$ cat src/rtl/bus_responder.sv
// bus_responder: memory-mapped byte RAM target for the executer's CPU bus.
// Decodes a 2^ADDR_BITS window at BASE_ADDR, inserts 0..7 wait states and
// completes each transfer with a one-cycle ready pulse on a four-phase
// req/ready handshake. Vector ports are numbered with the highest index as MSB.
module bus_responder #(
    parameter logic [15:0] BASE_ADDR = 16'hE000,
    parameter int          ADDR_BITS = 8
) (
    input  logic        clk,
    input  logic        nReset,
    input  logic        req,
    input  logic        rnw,
    input  logic [15:0] addr,
    input  logic [7:0]  wdata,
    input  logic [2:0]  waitStates,
    output logic [7:0]  rdata,
    output logic        nRdOE,
    output logic        ready,
    output logic        selected
);

    localparam int DEPTH = 1 << ADDR_BITS;

    typedef enum logic [1:0] {
        IDLE    = 2'd0,
        WAIT    = 2'd1,
        ACK     = 2'd2,
        RECOVER = 2'd3
    } state_t;

    state_t                 state_r;
    state_t                 state_nxt_s;
    logic [2:0]             count_r;
    logic [2:0]             count_nxt_s;
    logic                   rnw_r;
    logic [ADDR_BITS-1:0]   addr_r;
    logic [7:0]             wdata_r;
    logic [7:0]             rdata_r;
    logic                   nrdoe_r;
    logic                   ready_r;
    logic                   selected_r;
    logic                   selected_nxt_s;
    logic                   hit_s;
    logic                   accept_s;
    logic                   enter_ack_s;
    logic                   rd_rnw_s;
    logic [ADDR_BITS-1:0]   rd_addr_s;
    logic [7:0]             mem_r [DEPTH];

    // Window decode: only the bits above the RAM index take part.
    assign hit_s = req && (addr[15:ADDR_BITS] == BASE_ADDR[15:ADDR_BITS]);

    assign rdata    = rdata_r;
    assign nRdOE    = nrdoe_r;
    assign ready    = ready_r;
    assign selected = selected_r;

    // Next-state, wait counter and selected flag for the transfer sequencer.
    always_comb begin
        state_nxt_s    = state_r;
        count_nxt_s    = count_r;
        selected_nxt_s = selected_r;
        accept_s       = 1'b0;
        case (state_r)
            IDLE: begin
                if (hit_s) begin
                    accept_s       = 1'b1;
                    selected_nxt_s = 1'b1;
                    if (waitStates == 3'd0) begin
                        state_nxt_s = ACK;
                    end else begin
                        state_nxt_s = WAIT;
                        count_nxt_s = waitStates;
                    end
                end else begin
                    state_nxt_s = IDLE;
                end
            end
            WAIT: begin
                if (!req) begin
                    // Initiator gave up: drop the transfer without side effects.
                    state_nxt_s    = IDLE;
                    selected_nxt_s = 1'b0;
                    count_nxt_s    = 3'd0;
                end else if (count_r == 3'd1) begin
                    state_nxt_s = ACK;
                    count_nxt_s = 3'd0;
                end else begin
                    count_nxt_s = count_r - 3'd1;
                end
            end
            ACK: begin
                state_nxt_s = RECOVER;
            end
            RECOVER: begin
                selected_nxt_s = 1'b0;
                if (!req) begin
                    state_nxt_s = IDLE;
                end else begin
                    state_nxt_s = RECOVER;
                end
            end
            default: begin
                state_nxt_s    = IDLE;
                count_nxt_s    = 3'd0;
                selected_nxt_s = 1'b0;
            end
        endcase
        // Entering ACK from IDLE uses the live bus; from WAIT the latched copy.
        enter_ack_s = (state_nxt_s == ACK);
        rd_rnw_s    = (state_r == IDLE) ? rnw : rnw_r;
        rd_addr_s   = (state_r == IDLE) ? addr[ADDR_BITS-1:0] : addr_r;
    end

    // Sequencer state and wait counter.
    always_ff @(posedge clk) begin
        if (!nReset) begin
            state_r <= IDLE;
            count_r <= 3'd0;
        end else begin
            state_r <= state_nxt_s;
            count_r <= count_nxt_s;
        end
    end

    // Transfer latches and registered bus outputs.
    always_ff @(posedge clk) begin
        if (!nReset) begin
            rnw_r      <= 1'b0;
            addr_r     <= '0;
            wdata_r    <= 8'h00;
            rdata_r    <= 8'h00;
            nrdoe_r    <= 1'b1;
            ready_r    <= 1'b0;
            selected_r <= 1'b0;
        end else begin
            ready_r    <= enter_ack_s;
            nrdoe_r    <= !(enter_ack_s && rd_rnw_s);
            selected_r <= selected_nxt_s;
            if (accept_s) begin
                rnw_r   <= rnw;
                addr_r  <= addr[ADDR_BITS-1:0];
                wdata_r <= wdata;
            end
            if (enter_ack_s && rd_rnw_s) begin
                rdata_r <= mem_r[rd_addr_s];
            end
        end
    end

    // RAM write commits on the edge leaving ACK; a reset on that edge cancels it.
    always_ff @(posedge clk) begin
        if (nReset && (state_r == ACK) && !rnw_r) begin
            mem_r[addr_r] <= wdata_r;
        end
    end

endmodule
$ cat config.mk
export PLATFORM = sky130hd
export DESIGN_NAME = bus_responder
export DESIGN_NICKNAME = d
export VERILOG_FILES = /design/src/rtl/bus_responder.sv
export SDC_FILE = /design/constraint.sdc
export NUM_CORES = 2
export LEC_CHECK = 0
export CAP_MARGIN = 30
export CORE_MARGIN = 5
export CORE_UTILIZATION = 40
export DETAILED_ROUTE_END_ITERATION = 7
export GPL_TIMING_DRIVEN = 0
export PLACE_DENSITY_LB_ADDON = 0.2
export SYNTH_ARGS = -nofsm -noshare
export SYNTH_HDL_FRONTEND = slang
export SYNTH_SLANG_ARGS = --single-unit
$ cat constraint.sdc
create_clock -name clk -period 7.6 [get_ports clk]
set_input_delay 2.28 -clock clk [delete_from_list [all_inputs] [get_ports clk]]
set_output_delay 2.28 -clock clk [all_outputs]
set_load 0.02 [all_outputs]
* Yosys cells after proc, flatten, opt, wreduce, memory -nomap -nowiden
Memories as Yosys holds them, arrays and structs flattened. A register that Yosys moved wholly into a read port is not among the register bits. Index checks and enable logic that the tools add are counted.
Operators by class: add/subtract/negate cells 1, multiplexer cells 20, reduce and logical (&&, ||, !) cells 13, equal/unequal tests 9
Operator list (count):
- $mux W3 | 4
- $mux W2 | 5
- $eq A8 B8 Y1 const B | 1
- $mux W8 | 1
- $pmux W2 S4 | 1
- $mux W1 | 7
- $eq A2 B2 Y1 const B | 3
- $ne A2 B2 Y1 const B | 3
- $pmux W3 S2 | 1
- $reduce_and A3 Y1 | 2
- $logic_and A1 B1 Y1 | 4
- $eq A3 B1 Y1 const B | 1
- $logic_not A1 Y1 | 3
- $logic_not A3 Y1 | 1
- $pmux W1 S3 | 1
- $reduce_bool A3 Y1 | 1
- $sub A3 B1 Y3 const B | 1
- $eq A2 B1 Y1 const B | 1
- $logic_not A2 Y1 | 1
- $reduce_bool A2 Y1 | 1
Word-level totals: memories kept 1, output and inout bits 11, bits in writable memories 2048, register bits 25, logic and storage cells 52, input bits 31
Memory list:
- mem_r | words 256, width 8, read ports 1, clocked after Yosys merged registers in 1, wr ports 1, RTL line 48 | logic [7:0] mem_r [DEPTH];

* Longest topological paths before layout
depth in word-level cells 7, mapped depth 15, gate-level depth less buffers 11

* Least setup slack after synthesis
No wires, ideal clock.
path type input port to flip-flop, start point in addr[1], end point reg rdata_r[6] (netlist: rdata[6]) (read register of mem_r), setup time 0.130 ns, data required time 7.470 ns, path slack 3.163 ns, stages 8, arrival time 4.307 ns, cells stage by stage or3b_4 -> nand2_4 -> buf_2 -> mux4_2 -> a2111oi_0 -> a21oi_1 -> a211oi_1 -> nor3_1
On the way: longest elaborated chain between the ends 1
RTL lines:
- from (decl) | RTL line 13 | input logic [15:0] addr,
- $mux W8 | RTL line 112 | rd_addr_s = (state_r == IDLE) ? addr[ADDR_BITS-1:0] : addr_r;
- to (decl) | RTL line 38 | logic [7:0] rdata_r;
Every way passes these cells. A chain may end at the register's enable or synchronous reset.

* Worst setup path in the final report
start point in addr[3], end point reg rdata_r[1] (netlist: rdata[1]) (read register of mem_r)
The elaborated chain is that of the path after synthesis.

==> flow_summary.ini <==
[run_status]
status = finished with violations
violations = design-rule violations

[floorplanning]
core_um2 = 205000
rows = 166
initial_core_util_pct = 40.3
die_w_um = 464
chipHeight_um = 464
pin_count = 42
die_area_um2 = 215000

[finish]
area_growth_pct = 15.7
final_core_util_pct = 46.6
nets = 6194
drive_gt1_share_pct = 13.4
instances_no_fill = 9049

[cts]
cts-htree-levels = 4
post-cts-setup-buffer-count = 0
cts_tree = built
cts.reportedPaths.clkPinSlew_ns = 0.06
root_buffer = clkbuf_16
cts.sinks = 2081
hold_buffers = 0
clk_path_buf_depth = 3
cts_made_buffers = 212
worstSkewPairLatency_ns = 0.90
cts_resized = 0

[yosys]
ys_seq_area_share_pct = 75.4
synth-edff-count = 2048
ys_types = 76
avgSynthCellArea_um2 = 14.4
ys_ff_latch = 2081
postSynth.asyncResetShare_pct = 0
syn_area_um2 = 82500
yosys.area.top_type_share_pct = 74.6
syn_nets = 5743
ys_top_cells_by_area = edfxtp_1, nand2_1, nand3_1
synth_area_leader_cell = edfxtp_1
yosys_warnings = 0
synthCells = 5710
ys.flop_type = edfxtp_1

[pwr]
powerDensity_nw_per_um2 = 252
combPwrFrac_pct = 6.1
pwr-share-clk_pct = 42.4
internal_power_mw = 18.3
vdd_drop_max_mv = 0.315
pwr-share-seq_pct = 51.5
p_leak_nw = 32.7
p_sw_share_pct = 24.1
power_switching_mw = 5.80

[setup_path]
arrival_ns = 7.71
path_buf_inv = 6
critPathMaxStageDelay_ns = 0.67
path_cells = clkdlybuf4s50_1 > clkbuf_1 > or4_1 > o31ai_2 > buf_4 > buf_2 > buf_2 > nand3_1 > nand4_1 > nand4_1 > nor4_1 > buf_2 > nand4_1 > o2111a_1
cp-start-kind = input pin
reg2reg_from = state_r[1]$_SDFF_PN0_
crit_slowest_cell = buf_2
criticalPathCategory = input pin to flop
cp.required_ns = 8.37
cp_max_fo = 10
crit_path_end_kind = flop
cp-startpoint = addr[3]
critPathTopFamily = simple AND/OR/NAND/NOR gates

[route]
wl_per_cell_um = 39.4
first_pass_iters = 8
wl_um = 356000
vias = 57900
vias_per_cell = 6.40
drt_iter0_markers = 10600
antenna_left = 0
remaining_drc_errors = 24

[timing]
skew_ns = 0.0551
setup_viol = 0
maxSlewViolCount = 0
min_period_over_period_pct = 91.3
rsz0062_at_grt = false
final-hold-violation-count = 0
clock.fmax_mhz = 144
setup_slack_ns = 0.658
maxSlewHeadroom_pct = 19.8
tightest_slew_ns = 1.19
fin_crit_ns = 6.94

[global_route]
grt_pass1_wl_um = 468000
track_usage_pct = 32.0
antenna_found_initial = 34
overflow = 0
grt_max_degree = 94
grt_pass1_vias = 52400

[run]
maxCapViolCount = 0

[placement]
dp.cells = 8615
port_buffers = 41
place.gp.congestion = 1.02
place_hpwl_um = 246000
post-place-ws_ns = 0.119

[min_path]
hold_class = flop to flop
holdCritStartpoint = selected$_SDFFE_PN0P_
-- per-layer routing --
metal  vias to the layer above  global-route usage (%)  wire (um)
met5                         -                       0         92
met4                        14                    20.9      29700
met2                      4973                    45.8     148000
li1                      22500                       -          -
met1                     29200                    41.6     126000
met3                      1178                    11.0      51800
-- worst paths after layout --
| kind | to | slack, ns | depth (start not counted) |
|---|---|---|---|
| hold / removal | selected$_SDFFE_PN0P_ | 0.47 | 2 |
| setup reg to reg | rdata[1]$_SDFFE_PN0P_ | 2.19 | 13 |
| setup / recovery | rdata[1]$_SDFFE_PN0P_ | 0.66 | 14 |
| hold reg to reg | selected$_SDFFE_PN0P_ | 0.47 | 2 |
-- layout make-up --
class	instances	area [um^2]
Timing Repair Buffer	237	2870
Clock buffer	263	5540
Fill cell	18000	109000
Inverter	5	18.8
Tap cell	2688	3360
Multi-Input combinational cell	3259	18300
Buffer	365	1990
Sequential cell	2081	62200
Antenna cell	18	45.0
Clock inverter	133	1060
-- cells in the mapped netlist (16+ instances only) --
cell type,number
o22ai_1,17
o221ai_1,25
edfxtp_1,2048
a31oi_1,153
nand2b_1,21
o21ai_0,46
nand2_1,1366
a211oi_1,20
nand3_1,483
buf_6,23
nor2_1,278
dfxtp_1,33
and3_1,36
a311oi_1,16
a21oi_1,80
buf_2,190
mux4_2,63
mux2i_1,237
nand4_1,117
buf_4,38
clkbuf_1,97
a32oi_1,101
nor2b_1,27
-- power by group through the flow --
| stage | combinational [mW] | sequential (mW) | clock [mW] |
|---|---|---|---|
| floorplan | 0.572 | 12.7 | 0 |
| global placement | 1.33 | 12.7 | 0 |
| detailed placement | 1.38 | 12.7 | 0 |
| CTS | 1.38 | 12.4 | 10.2 |
| global route | 1.43 | 12.4 | 10.6 |
| finish | 1.47 | 12.4 | 10.2 |
-- worst reg2reg max path, stage by stage (launching register included) --
cell	delay [ns]
dfxtp_1	0.58
nor2_4	0.12
buf_2	0.24
o31ai_2	0.48
buf_4	0.28
buf_2	0.42
buf_2	0.68
nand3_1	0.16
nand4_1	0.49
nand4_1	0.45
nor4_1	0.60
buf_2	0.32
nand4_1	0.27
o2111a_1	0.24
-- cell families after synthesis --
kind of cell,after synthesis,share of synthesized area (%)
and+or+nand+nor,2388,12.5
AOI/OAI and AO/OA,561,4.84
buffers and inverters,370,2.43
muxes,308,4.80
DFF,2081,75.4
adders and majority gates,2,0.0303
-- through the flow --
step                instance area (um^2)  power (mW)  hold slack [ns]  TNS (ns)
finish                             95400        24.1            0.471         0
global placement                   86200        14.0            0.463  -2477.71
detailed placement                 88600        14.0            0.469         0
floorplan                          82500        13.2            0.472         0
global route                       95400        24.4            0.527         0
CTS                                95200        24.0            0.480         0
-- cell usage in the layout, fill, tap and decap left out, types with 53 or more instances in the layout --
master and count:
mux4_2 63, mux2i_1 237, buf_6 59, nor2_1 278, clkbuf_1 138, buf_4 104, nand2_1 1366, clkinv_1 53
a31oi_1 151, a21oi_1 80, nand4_1 117, buf_2 201, edfxtp_1 2048, a32oi_1 101, nand3_1 483, clkbuf_16 214
-- sequential cells by signal, indices dropped and copies added (netlist names) --
| register | flops |
|---|---|
| nRdOE | 1 |
| count_r | 3 |
| rnw_r | 1 |
| state_r | 2 |
| ready | 1 |
| wdata_r | 8 |
| selected | 1 |
| rdata | 8 |
| addr_r | 8 |
| mem_r | 2048 |
No activity file was read; power rests on OpenSTA's default activity.
